--- src/rtl/run_sequencer.sv ---
// run_sequencer: run controller for the processor core.
// Turns the START/DONE handshake into core sequencing: holds the datapath and
// controlpath in reset, releases them for a run, and gates execution until the
// controlpath reports HALT. It also counts the cycles spent in RUN.
// Optional feature: define RUN_SEQ_WATCHDOG_EN to end a run forcibly after
// WDOG_LIMIT RUN cycles (TIMEOUT flags it). Without the macro, TIMEOUT is 0.
module run_sequencer #(
    parameter int RST_CYCLES = 2,
    parameter int CNT_W      = 32,
    parameter int WDOG_LIMIT = 100000
) (
    input  logic             clk_i,
    input  logic             rst_i,
    input  logic             start_i,
    input  logic             halt_i,
    output logic             core_reset_o,
    output logic             core_en_o,
    output logic             done_o,
    output logic [CNT_W-1:0] cycle_count_o,
    output logic             timeout_o
);

    typedef enum logic [1:0] {
        S_IDLE,
        S_CLEAR,
        S_RUN,
        S_FINISH
    } state_e;

    localparam int              RC_W    = $clog2(RST_CYCLES + 1);
    localparam logic [RC_W-1:0] RC_MAX  = RC_W'(RST_CYCLES);
    localparam logic [RC_W-1:0] RC_LAST = RC_W'(RST_CYCLES - 1);

    state_e           state_q, state_d;
    logic [RC_W-1:0]  rst_cnt_q, rst_cnt_d;
    logic [CNT_W-1:0] cycle_count_q, cycle_count_d;

`ifdef RUN_SEQ_WATCHDOG_EN
    localparam logic [CNT_W-1:0] WDOG_LAST = CNT_W'(WDOG_LIMIT - 1);
    logic timeout_q, timeout_d;
`endif

    // State register; reset puts the core straight back into IDLE (core reset).
    // NOTE: sequential state uses non-blocking assignments so every register
    // samples the values from before the edge, whatever the statement order.
    always_ff @(posedge clk_i or posedge rst_i) begin
        if (rst_i) begin
            state_q <= S_IDLE;
        end else begin
            state_q <= state_d;
        end
    end

    // Counter registers: reset-wait counter, RUN cycle counter, timeout flag.
    always_ff @(posedge clk_i or posedge rst_i) begin
        if (rst_i) begin
            rst_cnt_q     <= '0;
            cycle_count_q <= '0;
`ifdef RUN_SEQ_WATCHDOG_EN
            timeout_q     <= 1'b0;
`endif
        end else begin
            rst_cnt_q     <= rst_cnt_d;
            cycle_count_q <= cycle_count_d;
`ifdef RUN_SEQ_WATCHDOG_EN
            timeout_q     <= timeout_d;
`endif
        end
    end

    // Next-state and next-counter logic.
    always_comb begin
        // NOTE: every signal driven here gets a default first, so no path can
        // leave it unassigned and infer a latch.
        state_d       = state_q;
        rst_cnt_d     = rst_cnt_q;
        cycle_count_d = cycle_count_q;
`ifdef RUN_SEQ_WATCHDOG_EN
        timeout_d     = timeout_q;
`endif
        unique case (state_q)
            S_IDLE, S_FINISH: begin
                // A new run starts from a clean slate: counters cleared on entry
                // to CLEAR. FINISH keeps everything frozen otherwise.
                if (start_i) begin
                    state_d       = S_CLEAR;
                    rst_cnt_d     = '0;
                    cycle_count_d = '0;
`ifdef RUN_SEQ_WATCHDOG_EN
                    timeout_d     = 1'b0;
`endif
                end
            end
            S_CLEAR: begin
                if (rst_cnt_q != RC_MAX) begin
                    rst_cnt_d = rst_cnt_q + 1'b1;
                end
                // Core reset must be held long enough and START must be gone,
                // so a long START simply stretches CLEAR.
                if ((rst_cnt_q >= RC_LAST) && !start_i) begin
                    state_d = S_RUN;
                end
            end
            S_RUN: begin
                // The HALT cycle is itself an executed cycle, so it is counted.
                if (cycle_count_q != {CNT_W{1'b1}}) begin
                    cycle_count_d = cycle_count_q + 1'b1;
                end
                if (halt_i) begin
                    state_d = S_FINISH;
`ifdef RUN_SEQ_WATCHDOG_EN
                end else if (cycle_count_q == WDOG_LAST) begin
                    state_d   = S_FINISH;
                    timeout_d = 1'b1;
`endif
                end
            end
            default: begin
                state_d = S_IDLE;
            end
        endcase
    end

    // Moore outputs decoded from the state register only.
    always_comb begin
        core_reset_o = 1'b0;
        core_en_o    = 1'b0;
        done_o       = 1'b0;
        unique case (state_q)
            S_IDLE, S_CLEAR: core_reset_o = 1'b1;
            S_RUN:           core_en_o    = 1'b1;
            S_FINISH:        done_o       = 1'b1;
            default:         core_reset_o = 1'b1;
        endcase
    end

    assign cycle_count_o = cycle_count_q;

`ifdef RUN_SEQ_WATCHDOG_EN
    assign timeout_o = timeout_q;
`else
    assign timeout_o = 1'b0;
`endif

endmodule

--- config.mk ---
export PLATFORM = sky130hd
export DESIGN_NAME = run_sequencer
export DESIGN_NICKNAME = d
export VERILOG_FILES = /design/src/rtl/run_sequencer.sv
export SDC_FILE = /design/constraint.sdc
export NUM_CORES = 1
export LEC_CHECK = 0
export ABC_AREA = 1
export BUFFER_PORTS_ARGS = -buffer_cell sky130_fd_sc_hd__buf_4
export CAP_MARGIN = 30
export CORE_ASPECT_RATIO = 0.5
export CORE_MARGIN = 5
export CORE_UTILIZATION = 30
export CTS_CLUSTER_SIZE = 16
export DETAILED_ROUTE_END_ITERATION = 8
export REMOVE_ABC_BUFFERS = 1
export SYNTH_ARGS = -nofsm -noshare
export SYNTH_HDL_FRONTEND = slang
export SYNTH_SLANG_ARGS = --single-unit
--- constraint.sdc ---
create_clock -name clk_i -period 2.1 [get_ports clk_i]
set_input_delay 0.105 -clock clk_i [delete_from_list [all_inputs] [get_ports clk_i]]
set_output_delay 0.105 -clock clk_i [all_outputs]
set_load 0.01 [all_outputs]
==> results of run 1 <==
[sequential cells by signal, indices dropped and copies added (netlist names)]
register       cells
rst_cnt_q          2
state_q            2
cycle_count_o     32
[kinds of logic after synthesis]
| logic type | Yosys count | synth area share [%] |
|---|---|---|
| buf+inv | 48 | 9.36 |
| xor+xnor | 10 | 3.58 |
| compound gates | 45 | 9.61 |
| simple gates | 211 | 36.9 |
| fa+ha+maj | 7 | 3.58 |
| other cells | 1 | 0.153 |
| flops | 36 | 36.8 |
[tightest hold or removal path: stages]
cell and delay, ns:
buf_4 0.08, o211ai_1 0.12, nand2_1 0.08, o21ai_0 0.07
[metrics by stage]
stage,instances,total power [mW],instance area (um2),hold slack (ns),utilization (%)
2_1_floorplan,350,1.39,2370,0.272,-
3_3_place_gp,510,1.77,2870,0.265,36.0
3_5_place_dp,510,1.77,2870,0.274,36.0
4_1_cts,516,2.45,3000,0.247,37.7
5_1_grt,517,2.67,3010,0.284,37.8
6_report,517,2.49,3010,0.239,37.8
[area by class of cell]
type                       count  area (um2)  share of cell area (%)
multi-input combinational    275        1330                    44.0
sequential                    36         901                    29.9
timing repair buffer          49         370                    12.3
inverter                      40         150                    4.98
tap                          112         140                    4.65
clock buffer                   5         125                    4.15
[cells in the mapped netlist]
library cell | number | share of area (%)
nor2_4 | 1 | 0.46
buf_4 | 1 | 0.31
conb_1 | 1 | 0.15
nand2_1 | 129 | 20
a21oi_1 | 3 | 0.61
nand3_1 | 23 | 4.7
xor2_1 | 3 | 1.1
buf_6 | 6 | 2.8
o21ai_0 | 9 | 1.8
or2_2 | 2 | 0.51
nand3_4 | 2 | 1.4
nor2_2 | 4 | 1.0
o21bai_1 | 2 | 0.61
inv_1 | 40 | 6.1
nand4_1 | 1 | 0.26
clkbuf_1 | 1 | 0.15
ha_1 | 7 | 3.6
nor2_1 | 44 | 6.7
dfrtp_1 | 36 | 37
nand2_2 | 3 | 0.77
nor2_8 | 1 | 0.82
a211oi_1 | 1 | 0.31
nand3_2 | 1 | 0.41
xnor2_1 | 7 | 2.5
o211ai_1 | 1 | 0.31
o21ai_1 | 29 | 5.9
[worst max-delay path by stage]
stage,from,to,slack (ns),cells past startpoint
final,cycle_count_o[0],cycle_count_o[7],0.18,10
after global routing,cycle_count_o[0],cycle_count_o[7],0.04,10
after CTS,cycle_count_o[0],cycle_count_o[7],0.10,10
after detailed placement,cycle_count_o[0],cycle_count_o[7],0.14,10
after global placement,cycle_count_o[0],cycle_count_o[9],0.23,10
after floorplan,state_q[0],cycle_count_o[30],0.16,11
[report_power, final]
group | total, mW | internal [mW] | switching, mW
clock | 0.674 | 0.419 | 0.255
combinational | 1.03 | 0.325 | 0.703
sequential | 0.786 | 0.747 | 0.0390
total | 2.49 | 1.49 | 0.998
[what timing repair did]
action                     CTS  global route
hold endpoints to repair    36             0
hold buffers                 1             0
setup endpoints to repair    0             6
[layer usage]
metal  vias up  wire length, um  global-route usage, %
li1       1212                -                      -
met1      1076             3350                   18.4
met5         -                0                      0
met2        49             2830                   21.7
met3        11              339                   2.67
met4         0              106                   4.49
==> flow_metrics.py, run 1 <==
metrics = {
    "synthesis": {
        "yosys_register_bits": 36,
        "syn-instance-count": 358,
        "seq_area_frac_synth_pct": 36.8,
        "syn_area_per_cell_um2": 6.84,
        "yosysWarnings": 0,
        "synth_area_um2": 2450,
        "synth.distinct_cells": 26,
    },
    "route": {
        "drt_iter0_drc": 138,
        "wl_per_cell_um": 12.8,
        "ant_nets": 0,
        "route.detailed.drc": 0,
        "vias": 2348,
        "routed_wl_um": 6620,
        "drt-pass1-iter-count": 4,
        "vias_per_cell": 4.54,
    },
    "cts": {
        "clkSlewWorstSetupHoldPaths_ns": 0.05,
        "numCtsBuffers": 5,
        "clk_latency_ns": 0.27,
        "ctsResizeCount": 0,
        "cts_tree": "built",
        "cts_root_buf": "clkbuf_16",
        "htree_levels": 2,
        "cts_buffer_depth": 2,
        "postCtsSetupBuffers": 0,
        "clkSinkCount": 36,
    },
    "power": {
        "power_density_nw_per_um2": 826,
        "leakage_nw": 1.30,
        "vdd.ir_drop.worst_uv": 406,
    },
    "run_status": {
        "status": "completed",
    },
    "setup_path": {
        "start_kind": "flop",
        "worstPathMaxFanout": 13,
        "rr_endpoint": "cycle_count_o[7]",
        "r2r_cells": 10,
        "worstPathArrival_ns": 2.11,
        "cp_cell_sequence": "ha_1, nand2_1, nor2_4, nand2_2, nor2_8, nand3_4, nand3_4, buf_4, nand2_1, o21ai_1",
        "slowest_stage": "dfrtp_1",
        "cpLargestDelayFamily": "simple AND/OR/NAND/NOR gates",
        "worstReg2RegStart": "cycle_count_o[0]",
        "worst-path-buf-inv": 1,
        "r2r_slack_ns": 0.18,
        "cp_slowest_stage_delay_ns": 0.38,
        "crit_type": "reg -> reg",
        "worstSetupEndpointType": "flop",
        "crit_required_ns": 2.29,
    },
    "placement": {
        "portBuffers": 38,
        "preCtsSetupSlack_ns": 0.137,
        "hpwlAfterDp_um": 4870,
        "gp_congestion": 0.860,
    },
    "final_layout": {
        "diodes": 0,
        "final_common_cell": "nand2_1",
        "layout_common_cells": "nand2_1, buf_4, nor2_1",
        "finalNetCount": 418,
        "fillers": 867,
        "area_delta_synth_final_pct": 23.2,
        "post_route_cells_drive_above_1_share_pct": 16.8,
    },
    "floorplanning": {
        "row_count": 23,
        "dieArea_um2": 10200,
        "ioPinCount": 40,
        "die_height_um": 73.9,
        "core_area_um2": 7970,
        "start_util_pct": 30.7,
        "die_w_um": 138,
    },
    "hold_path": {
        "min_path_type": "in -> reg",
        "whs_path_depth": 4,
        "min_to": "state_q[0]",
        "hold_start": "halt_i",
    },
    "sta": {
        "rsz0062_at_grt": "no",
        "final.period_utilization_pct": 91.3,
        "setup_viol": 0,
        "tns_ns": 0,
        "fin_skew_ns": 0.00378,
        "layout_min_cycle_time_ns": 1.92,
        "layout_setup_ws_ns": 0.182,
        "max_clock_freq_ghz": 0.521,
        "hold_viol": 0,
        "finalMaxSlewViolations": 0,
    },
    "global_routing": {
        "antenna_found_initial": 0,
        "grt_pass1_vias": 2219,
        "overflow": 0,
        "grt_start_max_net_pins": 37,
        "grt_pass1_wl_um": 10800,
        "grt_usage_pct": 13.5,
    },
    "flow_run": {
        "cap_violations": 0,
    },
}
Power figures use the tool's default switching activity.
==> inputs of run 2 (changes only) <==
Settings changed: ABC_AREA 1 to default.
==> flow_metrics.py, run 2 <==
metrics = {
    "power": {
        "p_comb_share_pct": 50.0,
        "switching_share_pct": 39.2,
        "intPower_mw": 1.97,
        "leakage_nw": 1.49,
        "power_density_nw_per_um2": 1020,
        "vdd.ir_drop.worst_uv": 753,
        "seqPwrFrac_pct": 24.1,
        "clock_power_share_pct": 25.9,
        "p_sw_mw": 1.27,
    },
    "setup_path": {
        "start_kind": "flop",
        "slowest_stage": "dfrtp_1",
        "cpLargestDelayFamily": "simple AND/OR/NAND/NOR gates",
        "worstSetupEndpointType": "flop",
        "cp_cell_sequence": "ha_2, and4_4, nand4_4, nor4_4, buf_4, buf_4, nand4b_1, mux2i_1, nand2_1",
        "worstReg2RegStart": "cycle_count_o[1]",
        "rr_endpoint": "cycle_count_o[19]",
        "r2r_cells": 9,
        "crit_required_ns": 2.26,
        "worst-path-buf-inv": 2,
        "worstPathMaxFanout": 5,
        "r2r_slack_ns": 0.08,
        "crit_type": "reg -> reg",
        "cp_slowest_stage_delay_ns": 0.35,
        "path_common_cell": "buf_4",
        "worstPathArrival_ns": 2.18,
    },
    "cts": {
        "numCtsBuffers": 5,
        "cts_root_buf": "clkbuf_16",
        "clkSlewWorstSetupHoldPaths_ns": 0.05,
        "cts_tree": "built",
        "cts_buffer_depth": 2,
        "clk_latency_ns": 0.28,
        "htree_levels": 2,
        "clkSinkCount": 36,
    },
    "floorplanning": {
        "start_util_pct": 31.0,
        "die_w_um": 133,
        "row_count": 22,
        "core_area_um2": 7350,
        "die_height_um": 71.6,
        "dieArea_um2": 9530,
        "ioPinCount": 40,
    },
    "global_routing": {
        "grt_pass1_wl_um": 11100,
        "grt_pass1_vias": 2241,
        "antenna_found_initial": 0,
        "grt_usage_pct": 14.3,
        "grt_start_max_net_pins": 37,
        "overflow": 0,
    },
    "final_layout": {
        "fin_area_um2": 3160,
        "post_route_cells_drive_above_1_share_pct": 30.1,
        "finalNetCount": 366,
        "final_common_cell": "buf_4",
        "largest_register_ffs": 32,
        "area_delta_synth_final_pct": 39.0,
        "diodes": 0,
        "layout_common_cells": "buf_4, dfrtp_1, nand2_1",
    },
    "synthesis": {
        "yosysMostFrequentCell": "dfrtp_1",
        "synth_common_cells": "dfrtp_1, nand2_1, o21ai_0",
        "syn_area_per_cell_um2": 8.40,
        "synth_top_area_share_pct": 39.6,
        "synth_area_um2": 2280,
        "synth.distinct_cells": 47,
        "yosysWarnings": 0,
        "synthArstFlopShare_pct": 100,
        "syn-instance-count": 271,
        "synth_area_leader_cell": "dfrtp_1",
        "synth_ff_type": "dfrtp_1",
        "yosys_register_bits": 36,
        "synth_edf_count": 0,
        "yosys-top-cells-area": "dfrtp_1, o21ai_0, nand3_1",
        "seq_area_frac_synth_pct": 39.6,
    },
    "hold_path": {
        "whs_path_depth": 3,
        "hold_start": "start_i",
        "min_path_type": "in -> reg",
        "min_to": "cycle_count_o[9]",
    },
    "placement": {
        "gp_congestion": 0.850,
        "place_area_um2": 2920,
        "hpwlAfterDp_um": 4910,
        "portBuffers": 38,
        "preCtsSetupSlack_ns": -0.0717,
    },
    "sta": {
        "setup_viol": 0,
        "layout_min_cycle_time_ns": 2.02,
        "finalMaxSlewViolations": 0,
        "hold_viol": 0,
        "layout_setup_ws_ns": 0.0824,
        "fin_skew_ns": 0.00854,
        "max_clock_freq_ghz": 0.496,
        "final.period_utilization_pct": 96.1,
    },
    "run_status": {
        "status": "completed",
    },
    "route": {
        "vias_per_cell": 5.28,
        "drt_iter0_drc": 186,
        "vias": 2388,
        "ant_nets": 0,
        "drt-pass1-iter-count": 5,
        "wl_per_cell_um": 15.3,
        "routed_wl_um": 6910,
        "route.detailed.drc": 0,
    },
    "flow_run": {
        "cap_violations": 0,
    },
}
-- run 2: routing by layer --
| layer | GRT usage [%] | share of wire (%) |
|---|---|---|
| met1 | 19.4 | 47 |
| met5 | 0 | 0 |
| met3 | 2.24 | 5.1 |
| met2 | 23.7 | 46 |
| met4 | 4.33 | 1.4 |
-- run 2: how the worst max path moves through the flow --
stage / slack [ns] / from / to / cells past startpoint
after global placement: 0.06 / cycle_count_o[0] / cycle_count_o[18] / 8
after detailed placement: -0.07 / cycle_count_o[0] / cycle_count_o[14] / 8
final: 0.08 / cycle_count_o[1] / cycle_count_o[19] / 9
after CTS: 0.03 / cycle_count_o[0] / cycle_count_o[26] / 7
after global routing: -0.02 / state_q[1] / cycle_count_o[8] / 8
after floorplan: -0.45 / cycle_count_o[0] / cycle_count_o[1] / 6
-- run 2: worst register-to-register path, cell delays in order, from the launching register on --
cell and delay, ns:
dfrtp_1 0.35, ha_2 0.19, and4_4 0.23, nand4_4 0.12, nor4_4 0.26, buf_4 0.19
buf_4 0.12, nand4b_1 0.16, mux2i_1 0.21, nand2_1 0.07
-- run 2: final cells by class --
type                       instances  area (um2)
tap                               96         120
timing repair buffer              85         644
sequential                        36         901
clock inverter                     2        35.0
fill                             706        4190
inverter                          14        52.6
clock buffer                       6         129
multi-input combinational        213        1280
-- run 2: repair_timing --
item                                    4_1_cts  5_1_grt
endpoints found under the setup margin       22       29
resized for setup                             1        7
hold buffers                                  1        0
hold endpoints to repair                     36        0
buffers inserted                              0        3
cloned                                        1        2
pin swaps                                     2        5
-- run 2: power groups by stage --
stage	clock, mW	sequential, mW	combinational (mW)
floorplan	0	0.825	0.774
global placement	0	0.791	1.37
detailed placement	0	0.795	1.42
CTS	0.864	0.783	1.52
global route	0.886	0.790	1.76
finish	0.839	0.783	1.62
-- run 2: cell families (layout without fill, tap and decap cells) --
kind of cell / Yosys count / after routing / share of synthesized area (%)
XOR/XNOR: 1 / 1 / 0.385
buffers and inverters: 25 / 107 / 5.99
AND/OR/NAND/NOR: 128 / 128 / 30.3
other: 1 / 1 / 0.165
adder cells (fa/ha/maj): 7 / 7 / 3.85
multiplexers: 4 / 4 / 1.81
AO/OA/AOI/OAI: 69 / 72 / 17.9
flip-flops: 36 / 36 / 39.6
-- run 2: per-stage QoR --
stage / hold slack [ns] / std cells / TNS (ns) / utilization [%] / power, mW
2_1_floorplan: 0.272 / 260 / -9.30 / - / 1.60
3_3_place_gp: 0.246 / 437 / 0 / 39.7 / 2.16
3_5_place_dp: 0.261 / 437 / -0.876 / 39.7 / 2.22
4_1_cts: 0.206 / 447 / 0 / 42.3 / 3.17
5_1_grt: 0.240 / 452 / -0.0241 / 43.0 / 3.44
6_report: 0.193 / 452 / 0 / 43.0 / 3.24
==> inputs of run 3 (changes only) <==
Settings changed: BUFFER_PORTS_ARGS -buffer_cell sky130_fd_sc_hd__buf_4 to default, CTS_BUF_LIST from default to sky130_fd_sc_hd__clkbuf_2, DONT_BUFFER_PORTS from default to 1.
==> flow_metrics.py, run 3 (synthesis results as in run 2) <==
metrics = {
    "setup_path": {
        "crit_type": "reg -> reg",
        "cp_cell_sequence": "nand3_1, nor4_4, buf_4, nor2_1, buf_4, a22o_1",
        "path_common_cell": "buf_4",
        "worstPathMaxFanout": 11,
        "crit_required_ns": 2.44,
        "slowest_stage": "dfrtp_1",
        "cp_slowest_stage_delay_ns": 0.51,
        "worstPathArrival_ns": 2.32,
        "r2r_cells": 6,
        "worstSetupEndpointType": "flop",
        "start_kind": "flop",
    },
    "route": {
        "drt_iter0_drc": 204,
        "routed_wl_um": 6610,
        "ant_nets": 0,
        "vias_per_cell": 5.38,
        "drt-pass1-iter-count": 4,
        "vias": 2283,
        "wl_per_cell_um": 15.6,
        "route.detailed.drc": 0,
    },
    "power": {
        "power_density_nw_per_um2": 955,
        "leakage_nw": 1.30,
        "vdd.ir_drop.worst_uv": 595,
    },
    "sta": {
        "finalMaxSlewViolations": 0,
        "hold_ws_ns": 0.0286,
        "max_clock_freq_ghz": 0.506,
        "final.period_utilization_pct": 94.1,
        "layout_min_cycle_time_ns": 1.98,
        "setup_viol": 0,
        "hold_viol": 0,
        "fin_skew_ns": 0.0373,
    },
    "placement": {
        "portBuffers": 0,
        "dpl.cell_count": 408,
        "hpwlAfterDp_um": 4800,
        "gp_congestion": 0.885,
    },
    "flow_run": {
        "cap_violations": 0,
    },
    "floorplanning": {
        "start_util_pct": 31.0,
        "die_height_um": 71.6,
        "row_count": 22,
        "core_area_um2": 7350,
        "ioPinCount": 40,
        "die_w_um": 133,
        "dieArea_um2": 9530,
    },
    "cts": {
        "numCtsBuffers": 5,
        "cts_buffer_depth": 2,
        "clkSinkCount": 36,
        "htree_levels": 2,
        "clkSlewWorstSetupHoldPaths_ns": 0.22,
        "cts_root_buf": "clkbuf_2",
        "clk_latency_ns": 0.42,
        "cts_tree": "built",
    },
    "global_routing": {
        "overflow": 0,
        "grt_start_max_net_pins": 37,
        "grt_usage_pct": 14.4,
        "grt_pass1_vias": 2201,
        "grt_pass1_wl_um": 11200,
        "antenna_found_initial": 0,
    },
    "final_layout": {
        "layout_common_cells": "buf_4, dfrtp_1, nand2_1",
        "final_common_cell": "buf_4",
        "fin_cells": 424,
        "post_route_cells_drive_above_1_share_pct": 23.8,
        "diodes": 0,
        "fillers": 745,
        "largest_register_ffs": 32,
        "area_delta_synth_final_pct": 25.6,
        "finalNetCount": 338,
    },
    "hold_path": {
        "min_path_type": "in -> reg",
        "whs_path_depth": 3,
    },
    "run_status": {
        "status": "completed",
    },
}
run 3: cell types whose count changed in the layout (fill, tap and decap cells not counted), moves of 2 or more:
cell,delta
a21o_2,-2
buf_4,-28
clkbuf_16,-5
clkbuf_2,+5
dlygate4sd3_1,+2
o21ai_0,-4
o21ai_1,+4
run 3: critical path, delay by kind of cell (launching register included):
kind | cells | cell delay (ns)
AOI/OAI and AO/OA | 1 | 0.24
and+or+nand+nor | 3 | 0.75
buffers and inverters | 2 | 0.39
DFF | 1 | 0.51
run 3: final timing paths:
check	start	slack, ns	end
max	cycle_count_o[17]	0.12	cycle_count_o[1]
min	start_i	0.03	rst_cnt_q[1]
max reg2reg	cycle_count_o[17]	0.12	cycle_count_o[1]
min reg2reg	cycle_count_o[16]	0.57	cycle_count_o[16]
max in group asynchronous	rst_i	1.53	cycle_count_o[31]
min in group asynchronous	rst_i	0.21	cycle_count_o[28]
run 3: per-stage QoR:
step	utilization [%]	area (um2)	TNS [ns]	worst slack, ns	power [mW]
after floorplan	-	2190	-9.30	-0.451	1.60
after global placement	36.8	2700	0	0.100	2.07
after detailed placement	36.8	2700	-0.0340	-0.0217	2.10
after CTS	38.4	2820	0	0.00516	2.65
after global routing	38.9	2860	-0.00133	-0.00133	2.92
final	38.9	2860	0	0.123	2.73
run 3: layer usage:
layer / GRT usage [%] / vias to the layer above / routed length [um]
li1: - / 1097 / -
met1: 18.9 / 1117 / 2920
met2: 24.6 / 61 / 3210
met3: 3.09 / 8 / 406
met4: 3.88 / 0 / 74
met5: 0 / - / 0
run 3: layout make-up:
type / count / area, um2 / share of cell area [%]
clock buffers: 5 / 25.0 / 0.876
clock inverters: 3 / 42.5 / 1.49
inverters: 14 / 52.6 / 1.84
multi-input cells: 211 / 1260 / 44.1
flip-flops and latches: 36 / 902 / 31.6
well taps: 96 / 120 / 4.20
repair buffers: 59 / 454 / 15.9
run 3: power by group:
part	leakage, nW	internal (mW)	switching [mW]	total [mW]
logic	0.764	0.582	0.907	1.49
registers	0.493	0.751	0.0329	0.784
clock network	0.0390	0.199	0.258	0.457
total	1.30	1.53	1.20	2.73
run 3: repair_timing:
| action | 4_1_cts | 5_1_grt |
|---|---|---|
| hold endpoints to repair | 38 | 0 |
| resized for setup | 3 | 10 |
| endpoints found under the setup margin | 21 | 29 |
| gates cloned | 1 | 0 |
| setup buffers | 0 | 4 |
| hold buffers | 3 | 0 |
| pin swaps | 1 | 1 |
